## src/rtl/adbg_jsp_apb_host.sv

```systemverilog
// APB initiator for the JTAG serial port slave: polls LSR, drains RBR into an rx
// stream and feeds THR from a tx stream. One transfer at a time, idle cycle between.
module adbg_jsp_apb_host #(
   parameter int         POLL_CYCLES = 16,
   parameter logic [7:0] INIT_IER    = 8'h01
) (
   input  logic       PCLK,
   input  logic       PRESETn,
   output logic       PSEL,
   output logic       PENABLE,
   output logic       PWRITE,
   output logic [2:0] PADDR,
   output logic [7:0] PWDATA,
   input  logic [7:0] PRDATA,
   input  logic       PREADY,
   input  logic       PSLVERR,
   input  logic       int_i,
   input  logic [7:0] tx_data_i,
   input  logic       tx_valid_i,
   output logic       tx_ready_o,
   output logic [7:0] rx_data_o,
   output logic       rx_valid_o,
   input  logic       rx_ready_i,
   output logic       err_o
);

   // Streams: an rx byte moves on any cycle with rx_valid_o & rx_ready_i; tx_valid_i
   // holds tx_data_i until tx_ready_o, a single-cycle strobe on the THR write completion.
   typedef enum logic [2:0] {S_INIT, S_IDLE, S_POLL, S_RD_RBR, S_WR_THR} state_t;

   localparam logic [7:0] POLL_RELOAD = 8'(POLL_CYCLES - 1);
   localparam logic [2:0] ADDR_RBR    = 3'd0;
   localparam logic [2:0] ADDR_IER    = 3'd1;
   localparam logic [2:0] ADDR_LSR    = 3'd5;

   state_t     state_q, state_d;
   logic       psel_d, penable_d, pwrite_d;
   logic [2:0] paddr_d;
   logic [7:0] pwdata_d;
   logic [7:0] cnt_q, cnt_d;
   logic       last_tx_q, last_tx_d;
   logic [7:0] rx_data_d;
   logic       rx_valid_d;
   logic       done, rx_ok, tx_ok;

   assign done       = PSEL & PENABLE & PREADY;
   assign tx_ready_o = done & ~PSLVERR & (state_q == S_WR_THR);
   assign err_o      = done & PSLVERR;

   always_ff @(posedge PCLK or negedge PRESETn) begin
      if (!PRESETn) begin
         state_q    <= S_INIT;
         PSEL       <= 1'b0;
         PENABLE    <= 1'b0;
         PWRITE     <= 1'b0;
         PADDR      <= 3'd0;
         PWDATA     <= 8'h00;
         cnt_q      <= POLL_RELOAD;
         last_tx_q  <= 1'b0;
         rx_data_o  <= 8'h00;
         rx_valid_o <= 1'b0;
      end else begin
         state_q    <= state_d;
         PSEL       <= psel_d;
         PENABLE    <= penable_d;
         PWRITE     <= pwrite_d;
         PADDR      <= paddr_d;
         PWDATA     <= pwdata_d;
         cnt_q      <= cnt_d;
         last_tx_q  <= last_tx_d;
         rx_data_o  <= rx_data_d;
         rx_valid_o <= rx_valid_d;
      end
   end

   always_comb begin
      state_d    = state_q;
      psel_d     = PSEL;
      penable_d  = PENABLE;
      pwrite_d   = PWRITE;
      paddr_d    = PADDR;
      pwdata_d   = PWDATA;
      cnt_d      = cnt_q;
      last_tx_d  = last_tx_q;
      rx_data_d  = rx_data_o;
      rx_valid_d = rx_valid_o & ~rx_ready_i;
      rx_ok      = 1'b0;
      tx_ok      = 1'b0;
      if (state_q == S_IDLE) begin
         // IDLE launches the LSR setup directly so the wait is exactly POLL_CYCLES.
         if (cnt_q == 8'd0 || int_i) begin
            state_d  = S_POLL;
            cnt_d    = POLL_RELOAD;
            psel_d   = 1'b1;
            pwrite_d = 1'b0;
            paddr_d  = ADDR_LSR;
            pwdata_d = 8'h00;
         end else begin
            cnt_d = cnt_q - 8'd1;
         end
      end else if (!PSEL) begin
         psel_d   = 1'b1;
         pwrite_d = 1'b0;
         pwdata_d = 8'h00;
         case (state_q)
            S_INIT:   begin pwrite_d = 1'b1; paddr_d = ADDR_IER; pwdata_d = INIT_IER;  end
            S_WR_THR: begin pwrite_d = 1'b1; paddr_d = ADDR_RBR; pwdata_d = tx_data_i; end
            S_RD_RBR: paddr_d = ADDR_RBR;
            default:  paddr_d = ADDR_LSR;
         endcase
      end else if (!PENABLE) begin
         penable_d = 1'b1;
      end else if (PREADY) begin
         psel_d    = 1'b0;
         penable_d = 1'b0;
         case (state_q)
            S_INIT: state_d = S_IDLE;
            S_RD_RBR: begin
               if (!PSLVERR) begin
                  rx_data_d  = PRDATA;
                  rx_valid_d = 1'b1;
                  last_tx_d  = 1'b0;
               end
               state_d = S_POLL;
            end
            S_WR_THR: begin
               if (!PSLVERR) last_tx_d = 1'b1;
               state_d = S_POLL;
            end
            default: begin
               rx_ok = PRDATA[0] & ~rx_valid_o;
               tx_ok = PRDATA[5] & tx_valid_i;
               if (PSLVERR || (!rx_ok && !tx_ok)) state_d = S_IDLE;
               else if (rx_ok && tx_ok)           state_d = last_tx_q ? S_RD_RBR : S_WR_THR;
               else                               state_d = rx_ok ? S_RD_RBR : S_WR_THR;
            end
         endcase
      end
   end

endmodule

```

## config.mk

```make
export PLATFORM = sky130hd
export DESIGN_NAME = adbg_jsp_apb_host
export DESIGN_NICKNAME = d
export VERILOG_FILES = /design/src/rtl/adbg_jsp_apb_host.sv
export SDC_FILE = /design/constraint.sdc
export NUM_CORES = 1
export LEC_CHECK = 0
export ABC_AREA = 1
export ABC_CLOCK_PERIOD_IN_PS = 4300
export CAP_MARGIN = 40
export CORE_ASPECT_RATIO = 0.9
export CORE_MARGIN = 2
export CORE_UTILIZATION = 51
export DETAILED_ROUTE_END_ITERATION = 8
export GPL_ROUTABILITY_DRIVEN = 0
export PLACE_DENSITY = 0.85
export SYNTH_ARGS = -nofsm -noshare
export SYNTH_HDL_FRONTEND = slang
export SYNTH_SLANG_ARGS = --single-unit
```

## constraint.sdc

```tcl
create_clock -name PCLK -period 4.3 [get_ports PCLK]
set_clock_uncertainty 0.05 [all_clocks]
set_input_delay 0.645 -clock PCLK [delete_from_list [all_inputs] [get_ports PCLK]]
set_output_delay 0.645 -clock PCLK [all_outputs]
set_load 0.03 [all_outputs]
```

Yosys cells after proc, flatten, opt, wreduce, memory -nomap -nowiden:

Index checks and enable logic that the tools add are counted.

* reductions and logical operators: 19
* eq/ne operators: 7
* mux-type cells: 37
* bitwise operators: 12
* $add $sub $neg: 1

Operators with widths (number)
* $mux 3: 12
* $mux 8: 4
* $mux 1: 17
* $pmux 8 s2: 1
* $pmux 3 s2: 2
* $and 1x1->1: 8
* $logic_not 8->1: 1
* $reduce_bool 2->1: 4
* $sub 8x1->8 const B: 1
* $reduce_and 7->1: 1
* $reduce_and 6->1: 1
* $ne 2x1->1 const B: 2
* $ne 2x2->1 const B: 2
* $not 1->1: 4
* $reduce_and 2->1: 2
* $reduce_and 4->1: 1
* $reduce_or 2->1: 2
* $eq 3x1->1 const B: 1
* $eq 3x2->1 const B: 1
* $eq 3x3->1 const B: 1
* $logic_not 3->1: 1
* $logic_and 1x1->1: 2
* $logic_not 1->1: 2
* $logic_or 1x1->1: 2
* $pmux 1 s2: 1

* word-level logic and storage cells: 86
* bits of input ports: 23
* register bits: 35

Depth between registers and ports, before layout:

Gate-level depths: netlist of run 1.

* depth after elaboration: 11
* depth in mapped cells: 10
* gate-level depth less buffers: 9

Least setup slack after synthesis of run 1:

Ideal clock, no wire load.

* path type: input to output
* start point: input PREADY
* end point: output err_o
* path slack: 2.432 ns
* arrival time: 1.173 ns
* path buffers: 0
* stages on the path: 2
* cell sequence: nand3_1 > nor2_1

* longest elaborated chain between the ends: 2

RTL lines
* start: declaration: RTL line 15 `input logic PREADY,`
* $and 1x1->1: RTL line 46 `assign done = PSEL & PENABLE & PREADY;`
* $and 1x1->1: RTL line 48 `assign err_o = done & PSLVERR;`
* end: declaration: RTL line 24 `output logic err_o`

Every way passes these cells.

Worst setup path in the final report of run 1:

* start point: input PREADY
* end point: output tx_ready_o

* longest elaborated chain between the ends: 3

RTL lines
* $and 1x1->1: RTL line 46
* $and 1x1->1 (2 in a row): RTL line 47 `assign tx_ready_o = done & ~PSLVERR & (state_q == S_WR_THR);`
* end: declaration: RTL line 20 `output logic tx_ready_o,`

Every way passes these cells.

==> results of run 1 <==
-- worst max-delay path, cell delays in order --
cell and delay, ns:
clkdlybuf4s50_1 0.49, nand3_1 0.13, nor2_1 0.14, nand2_1 0.08, inv_1 0.07, clkdlybuf4s50_1 0.66
-- sequential cells by signal, indices dropped and copies added, names as in the netlist --
signal,cells
PADDR,2
PENABLE,1
PSEL,1
PWDATA,8
PWRITE,1
cnt_q,8
last_tx_q,1
rx_data_o,8
rx_valid_o,1
state_q,3
-- layout by cell type, fill, tap and decap left out, types with 2 or more instances in the layout --
master / count
clkdlybuf4s50_1: 46
dfrtp_1: 30
dfstp_2: 4
ha_1: 2
xor2_1: 2
nand3b_1: 8
nor2_1: 22
o21ai_0: 3
nand3_1: 11
a21oi_1: 4
nand2_1: 85
nand4_1: 2
nand2_2: 4
inv_1: 23
inv_2: 2
nor2_2: 2
clkbuf_8: 6
-- how the worst min path moves through the flow --
stage | startpoint | endpoint | slack (ns) | depth (start not counted)
after global routing | PWDATA[6] | PWDATA[6] | 0.45 | 2
after detailed placement | PWDATA[6] | PWDATA[6] | 0.41 | 2
after floorplan | PRESETn | PADDR[0] | 0.30 | 0
final | PWDATA[5] | PWDATA[5] | 0.42 | 2
after global placement | PWDATA[6] | PWDATA[6] | 0.40 | 2
after CTS | PWDATA[7] | PWDATA[7] | 0.43 | 2
-- metal layers --
| layer | up-vias | part of all wire [%] | track usage [%] |
|---|---|---|---|
| met3 | 5 | 5.2 | 7.65 |
| met4 | 0 | 1.3 | 8.81 |
| met5 | - | 0 | 0 |
| li1 | 762 | - | - |
| met1 | 658 | 46 | 27.4 |
| met2 | 36 | 47 | 34.2 |
-- cell type report --
type | count | area share, %
Sequential cell | 34 | 37.6
Multi-Input combinational cell | 152 | 31.0
Timing Repair Buffer | 47 | 20.5
Inverter | 26 | 4.51
Clock buffer | 7 | 3.79
Tap cell | 42 | 2.31
Clock inverter | 1 | 0.220
-- metrics by stage --
step                      cells  hold slack, ns  worst slack [ns]  area [um2]  util [%]
final                       309           0.424              1.38        2280      73.1
after global placement      301           0.402              1.39        2190      70.2
after CTS                   309           0.426              1.37        2280      73.1
after detailed placement    301           0.410              1.38        2190      70.2
after floorplan             217           0.299              2.43        1710         -
after global routing        309           0.446              1.21        2280      73.1
-- power by group through the flow --
stage,clock [uW],sequential (uW),combinational (uW)
after global placement,0,495,671
after CTS,244,494,689
after floorplan,0,628,335
after detailed placement,0,498,685
final,238,494,683
after global routing,267,507,748
-- cell families (layout without fill, tap and decap cells) --
group | after synthesis | in the layout | synth area share, %
AOI/OAI and AO/OA | 10 | 10 | 3.15
DFF | 34 | 34 | 50.2
adders and majority gates | 2 | 2 | 1.47
other | 1 | 1 | 0.220
and+or+nand+nor | 137 | 137 | 35.6
xor gates and xnor gates | 2 | 2 | 1.03
buffers and inverters | 31 | 81 | 8.36
==> metrics.md, run 1 <==
| Metric | Value |
|---|---|
| Pwr Density | `621 mW/mm2` |
| Most frequent cells after synthesis | `nand2_1 (85), dfrtp_1 (30), inv_1 (23), nor2_1 (22), nand3_1 (11)` |
| Core outline area | `0.00311 mm2` |
| Rows | `19` |
| Clock root cell | `clkbuf_8` |
| Reg2reg start | `cnt_q[0]` |
| Share of layout cells above drive strength 1 | `8.99%` |
| Post-Synthesis Cell Area | `0.00171 mm2` |
| Initial antenna violation count | `0` |
| Worst r2r dst | `PWDATA[3]` |
| Clock Path Buffers | `2` |
| WP data required | `3.61 ns` |
| Clock-pin slew on the worst setup and hold paths | `0.07 ns` |
| Max IR drop VDD | `0.375 mV` |
| Switching share of total power | `43.0%` |
| Pre-antenna DRT Iters | `4` |
| Final min period | `2.92 ns` |
| Launch point of the worst path | `PREADY` |
| Syn-to-layout area delta | `33.5%` |
| Die area | `0.00382 mm2` |
| Number of flops mapped to enable cells by yosys | `0` |
| DRT antenna net count | `0` |
| Area occupied by registers | `856 um2` |
| Final net count | `291` |
| WP data arrival | `2.23 ns` |
| Mapped Nets | `242` |
| Synth cell types | `26` |
| Area of the multi-input gates | `707 um2` |
| WL per Instance | `11.5 um` |
| Max Freq | `342 MHz` |
| Synth Register Bits | `34` |
| Yosys top cell by area | `dfrtp_1` |
| FF-to-FF path depth | `9` |
| CTS tree | `yes` |
| Leakage power | `0.00119 uW` |
| Total grt overflow | `0` |
| Final worst path period share | `67.9%` |
| Post-synthesis async set-or-reset flop share | `100%` |
| Seq/Total Area, Yosys | `50.2%` |
| CTS Sinks | `34` |
| Internal power | `806 uW` |
| Status | `finished clean` |
| # port buffers | `46` |
| Vias post-DR | `1,461` |
| Layout fillers | `242` |
| DP Wirelength | `2640 um` |
| Setup CP Type | `input port to primary output` |
| Avg Cell Area, Syn | `7.86 um2` |
| Vias in the first global route | `1,396` |
| Hold Vio Cnt, Final | `0` |
| Most common flop cell mapped by yosys | `dfrtp_1` |
| Post-CTS Setup Inserts | `0` |
| Yosys warnings | `0` |
| Antenna Cells | `0` |
| Initial core utilization | `54.8%` |
| Final Total Pwr | `1410 uW` |
| Sequential power share | `34.9%` |
| Synth Instances | `217` |
| Tot GR Track Use | `21.7%` |
| Number of hold buffers added after cts | `0` |
| Setup TNS | `0 ns` |
| Worst Setup EP | `tx_ready_o` |
| DRC viols | `0` |
| Clock power share | `16.8%` |
| Initial drt markers | `119` |
| Share of the synthesized area in the top cell type | `44.0%` |
| Worst min path class | `register to register` |
| H-Tree Depth | `2` |
| R2r setup slk | `2.60 ns` |
| CP Capture Type | `primary output` |
| Part of the power in combinational logic | `48.3%` |
| Final slew viol count | `0` |
| DIE HEIGHT | `58.9 um` |
| Cell with the most instances after synthesis | `nand2_1` |
| Crit Path Max Fanout | `3` |
| Routed WL | `3560 um` |
| # IOs | `48` |
| Die extent in x | `65.0 um` |
| Largest cells by area after synthesis | `dfrtp_1 (44%), nand2_1 (19%), dfstp_2 (6.2%)` |
| Largest net degree at the start of global routing | `35` |
| Max_cap viols | `0` |
| # setup viols final | `0` |
| Critical path startpoint category | `input port` |
| First-pass GRT wire length | `6130 um` |
| Vias per cell | `4.73` |
| RSZ-0062 raised after global routing | `false` |
| TritonCTS Buffers | `5` |
| Clock Latency Late Sink | `0.28 ns` |
| Cts repair resizes | `0` |
| Switching Power | `609 uW` |
(Power assumes the default switching activity.)
==> run 2: changes to the inputs <==
--- a/config.mk
+++ b/config.mk
@@ -6,14 +6,14 @@
 export NUM_CORES = 1
 export LEC_CHECK = 0
 export ABC_AREA = 1
-export ABC_CLOCK_PERIOD_IN_PS = 4300
+export ABC_CLOCK_PERIOD_IN_PS = 2500
 export CAP_MARGIN = 40
 export CORE_ASPECT_RATIO = 0.9
 export CORE_MARGIN = 2
-export CORE_UTILIZATION = 51
+export CORE_UTILIZATION = 43
 export DETAILED_ROUTE_END_ITERATION = 8
 export GPL_ROUTABILITY_DRIVEN = 0
-export PLACE_DENSITY = 0.85
+export PLACE_DENSITY = 0.76
 export SYNTH_ARGS = -nofsm -noshare
 export SYNTH_HDL_FRONTEND = slang
 export SYNTH_SLANG_ARGS = --single-unit
==> constraint.sdc (replaced) <==
create_clock -name PCLK -period 2.5 [get_ports PCLK]
set_clock_uncertainty 0.05 [all_clocks]
set_input_delay 0.375 -clock PCLK [delete_from_list [all_inputs] [get_ports PCLK]]
set_output_delay 0.375 -clock PCLK [all_outputs]
set_load 0.03 [all_outputs]
==> metrics.md, run 2 (synthesized netlist as in run 1, its figures left out) <==
| Metric | Value |
|---|---|
| Status | `finished clean` |
| Leakage power | `0.00120 uW` |
| Vias in the first global route | `1,444` |
| Pre-antenna DRT Iters | `4` |
| TritonCTS Buffers | `5` |
| Final net count | `293` |
| Hold Vio Cnt, Final | `0` |
| Max Freq | `424 MHz` |
| Vias post-DR | `1,495` |
| Placed cells | `307` |
| Final worst path period share | `94.3%` |
| Critical path startpoint category | `register` |
| H-Tree Depth | `2` |
| Number of hold buffers added after cts | `0` |
| Die extent in x | `70.4 um` |
| Final Total Pwr | `2440 uW` |
| Max_cap viols | `0` |
| CTS Sinks | `34` |
| WL per Instance | `11.7 um` |
| DIE HEIGHT | `63.7 um` |
| Setup CP Type | `register to primary output` |
| Rows | `21` |
| CP Capture Type | `primary output` |
| Clock root cell | `clkbuf_8` |
| Final min period | `2.36 ns` |
| Setup TNS | `0 ns` |
| Biggest regs | `PWDATA x8, cnt_q x8, rx_data_o x8` |
| RSZ-0062 raised after global routing | `false` |
| Pre-CTS WS | `0.163 ns` |
| Clock-pin slew on the worst setup and hold paths | `0.07 ns` |
| Setup ws final | `0.142 ns` |
| Cts repair resizes | `0` |
| Commonest non-fill, non-tap cells in the layout | `nand2_1 (85), clkdlybuf4s50_1 (46), dfrtp_1 (30)` |
| CTS tree | `yes` |
| WP data required | `2.08 ns` |
| Share of layout cells above drive strength 1 | `9.67%` |
| Initial core utilization | `45.4%` |
| Pwr Density | `1060 mW/mm2` |
| Initial antenna violation count | `0` |
| Post-CTS Setup Inserts | `0` |
| Clock Path Buffers | `2` |
| Tot GR Track Use | `18.0%` |
| Syn-to-layout area delta | `34.7%` |
| Total grt overflow | `0` |
| Routed WL | `3670 um` |
| Final slew viol count | `0` |
| Largest net degree at the start of global routing | `35` |
| Core outline area | `0.00376 mm2` |
| DRT antenna net count | `0` |
| Initial drt markers | `65` |
| WP data arrival | `1.93 ns` |
| # IOs | `48` |
| Worst min path class | `register to register` |
| Commonest non-fill, non-tap cell in the layout | `nand2_1` |
| Non-filler instance count after layout | `315` |
| # setup viols final | `0` |
| First-pass GRT wire length | `6380 um` |
| # port buffers | `46` |
| Vias per cell | `4.75` |
| Crit Path Max Fanout | `4` |
| Max IR drop VDD | `0.549 mV` |
| DP Wirelength | `2690 um` |
| DRC viols | `0` |
| Die area | `0.00449 mm2` |
| Clock Latency Late Sink | `0.29 ns` |
| Antenna Cells | `0` |
## run 2: final cells by class
type | count | area [um2]
Clock buffer | 7 | 86.3
Clock inverter | 1 | 5.00
Sequential cell | 34 | 856
Fill cell | 342 | 1460
Timing Repair Buffer | 49 | 483
Tap cell | 46 | 57.6
Inverter | 26 | 103
Multi-Input combinational cell | 152 | 707
## run 2: metrics by stage
stage | hold slack (ns) | utilization, % | instance area (um2)
after floorplan | 0.0294 | - | 1710
after global placement | 0.403 | 58.7 | 2210
after detailed placement | 0.409 | 58.7 | 2210
after CTS | 0.426 | 61.1 | 2300
after global routing | 0.461 | 61.1 | 2300
final | 0.423 | 61.1 | 2300
## run 2: worst max-delay path, cell delays in order, from the launching register on
cell	delay (ns)
dfrtp_1	0.42
nor2_1	0.24
inv_2	0.09
nor2_2	0.10
nand2_1	0.08
inv_1	0.05
clkdlybuf4s50_1	0.67
## run 2: layer usage
layer	global-route usage [%]	up-vias	share of wire (%)
met2	29.1	31	46
met5	0	-	0
met4	5.77	0	1.4
met3	5.99	5	4.7
li1	-	768	-
met1	22.7	691	48
## run 2: report_power, final
group          internal, uW  total [uW]  switching [uW]
logic                   429        1170             745
registers               738         852             114
clock network           222         414             192
## run 2: path summary, 6_finish.rpt
check | startpoint | end | slack, ns | cells past startpoint
max | state_q[0] | tx_ready_o | 0.14 | 6
min | PWDATA[4] | PWDATA[4] | 0.42 | 2
max reg2reg | cnt_q[0] | PWDATA[3] | 0.81 | 9
min reg2reg | PWDATA[4] | PWDATA[4] | 0.42 | 2
max in group asynchronous | PRESETn | cnt_q[2] | 1.62 | 2
min in group asynchronous | PRESETn | PWDATA[4] | 0.44 | 2
==> run 3: changes to the inputs <==
--- a/config.mk
+++ b/config.mk
@@ -6,14 +6,14 @@
 export NUM_CORES = 1
 export LEC_CHECK = 0
 export ABC_AREA = 1
-export ABC_CLOCK_PERIOD_IN_PS = 2500
 export CAP_MARGIN = 40
 export CORE_ASPECT_RATIO = 0.9
 export CORE_MARGIN = 2
-export CORE_UTILIZATION = 43
+export CORE_UTILIZATION = 51
 export DETAILED_ROUTE_END_ITERATION = 8
 export GPL_ROUTABILITY_DRIVEN = 0
-export PLACE_DENSITY = 0.76
+export HOLD_SLACK_MARGIN = 0.08
+export PLACE_DENSITY = 0.85
 export SYNTH_ARGS = -nofsm -noshare
 export SYNTH_HDL_FRONTEND = slang
 export SYNTH_SLANG_ARGS = --single-unit
==> constraint.sdc (replaced) <==
create_clock -name PCLK -period 2.89 [get_ports PCLK]
set_clock_uncertainty 0.05 [all_clocks]
set_input_delay 0.4335 -clock PCLK [delete_from_list [all_inputs] [get_ports PCLK]]
set_output_delay 0.4335 -clock PCLK [all_outputs]
set_load 0.03 [all_outputs]
==> metrics.md, run 3 (synthesized netlist as in run 1, its figures left out) <==
| Metric | Value |
|---|---|
| Cts repair resizes | `0` |
| Status | `finished clean` |
| Share of layout cells above drive strength 1 | `8.99%` |
| Pre-antenna DRT Iters | `4` |
| Rows | `19` |
| Crit path max-delay family | `buffers and inverters` |
| Initial drt markers | `123` |
| Leakage power | `0.00120 uW` |
| Final min period | `2.73 ns` |
| Core outline area | `0.00311 mm2` |
| HP Start | `PWDATA[5]` |
| Crit path buffers/inverters | `3` |
| WHS Endpoint | `PWDATA[5]` |
| Vias in the first global route | `1,373` |
| Vias post-DR | `1,490` |
| Worst r2r dst | `PWDATA[2]` |
| CP max stage cell | `clkdlybuf4s50_1` |
| Worst min path class | `register to register` |
| Final net count | `291` |
| CP Capture Type | `primary output` |
| Clock Latency Late Sink | `0.29 ns` |
| Clock Path Buffers | `2` |
| Commonest non-fill, non-tap cell in the layout | `nand2_1` |
| WL per Instance | `12.1 um` |
| Routed WL | `3750 um` |
| Max IR drop VDD | `0.612 mV` |
| Crit Path Max Fanout | `9` |
| Initial antenna violation count | `0` |
| DRC viols | `0` |
| Max_cap viols | `0` |
| Die area | `0.00382 mm2` |
| TritonCTS Buffers | `5` |
| Hold path depth | `2` |
| Clock root cell | `clkbuf_8` |
| Antenna Cells | `0` |
| Vias per cell | `4.82` |
| Total grt overflow | `0` |
| Final worst path period share | `94.6%` |
| Non-filler instance count after layout | `309` |
| H-Tree Depth | `2` |
| FF-to-FF path depth | `9` |
| Tot GR Track Use | `21.5%` |
| RSZ-0062 raised after global routing | `false` |
| Worst path cell trace | `nor2_1 > inv_2 > nor2_2 > nand2_1 > inv_1 > clkdlybuf4s50_1` |
| Max Freq | `366 MHz` |
| Setup TNS | `0 ns` |
| Clock-pin slew on the worst setup and hold paths | `0.06 ns` |
| R2r setup slk | `1.21 ns` |
| Critical path startpoint category | `register` |
| # IOs | `48` |
| Number of hold buffers added after cts | `0` |
| WP data arrival | `2.25 ns` |
| DP Wirelength | `2680 um` |
| Largest net degree at the start of global routing | `35` |
| Biggest regs | `PWDATA x8, cnt_q x8, rx_data_o x8` |
| Die extent in x | `65.0 um` |
| Final slew viol count | `0` |
| DIE HEIGHT | `58.9 um` |
| Syn-to-layout area delta | `35.0%` |
| First-pass GRT wire length | `6140 um` |
| # port buffers | `46` |
| Placed cells | `301` |
| Pwr Density | `960 mW/mm2` |
| WP data required | `2.41 ns` |
| CTS tree | `yes` |
| Initial core utilization | `54.8%` |
| Reg2reg start | `cnt_q[0]` |
| # setup viols final | `0` |
| DRT antenna net count | `0` |
| CTS Sinks | `34` |
| Slowest cell delay on critical path | `0.66 ns` |
| Hold Vio Cnt, Final | `0` |
| Setup CP Type | `register to primary output` |
| Commonest non-fill, non-tap cells in the layout | `nand2_1 (85), clkdlybuf4s50_1 (46), dfrtp_1 (30)` |
| Post-CTS Setup Inserts | `0` |
## run 3: cell count changes in the layout (fill, tap and decap cells not counted)
cell,change
clkinv_2,-1
bufinv_16,+1
buf_4,-2
## run 3: report_power, final
group          internal [uW]  leakage (uW)  switching, uW  total [uW]
Clock                    281     0.0000585            170         451
Sequential               639      0.000436            103         741
Combinational            369      0.000704            648        1020
Total                   1290       0.00120            921        2210
## run 3: final cells by class
cell class              instances  area [um2]
clock buffers                   7        86.3
clock inverters                 1        30.0
fillers                       237         812
inverters                      26         103
multi-input cells             152         707
flip-flops and latches         34         856
well taps                      42        52.6
repair buffers                 47         468
## run 3: metrics by stage
stage	hold WS (ns)	setup slack (ns)	power (uW)	utilization, %	cell area (um2)
floorplan	0.0879	1.25	1430	-	1710
global placement	0.402	0.401	1730	70.2	2190
detailed placement	0.408	0.382	1760	70.2	2190
CTS	0.425	0.178	2220	73.9	2300
global route	0.453	0.0152	2350	73.9	2300
finish	0.418	0.156	2210	73.9	2300
## run 3: worst max-delay path by stage
stage                from    endpoint  slack [ns]  cells after the start
6_report       state_q[0]  tx_ready_o        0.16                      6
5_1_grt        state_q[0]  tx_ready_o        0.02                      6
4_1_cts        state_q[0]  tx_ready_o        0.18                      6
3_5_place_dp       PREADY  tx_ready_o        0.38                      6
3_3_place_gp       PREADY  tx_ready_o        0.40                      6
2_1_floorplan  state_q[1]  tx_ready_o        1.25                      5
## run 3: tightest hold or removal path: stages (launching register included)
cell and delay (ns):
dfrtp_1 0.34, nand2_1 0.05, nand2_1 0.04
## run 3: per-layer routing
| layer | track usage [%] | wire length, um | vias up |
|---|---|---|---|
| met2 | 35.6 | 1790 | 38 |
| met4 | 7.29 | 53 | 0 |
| met5 | 0 | 0 | - |
| li1 | - | - | 760 |
| met3 | 6.50 | 172 | 5 |
| met1 | 27.1 | 1730 | 687 |
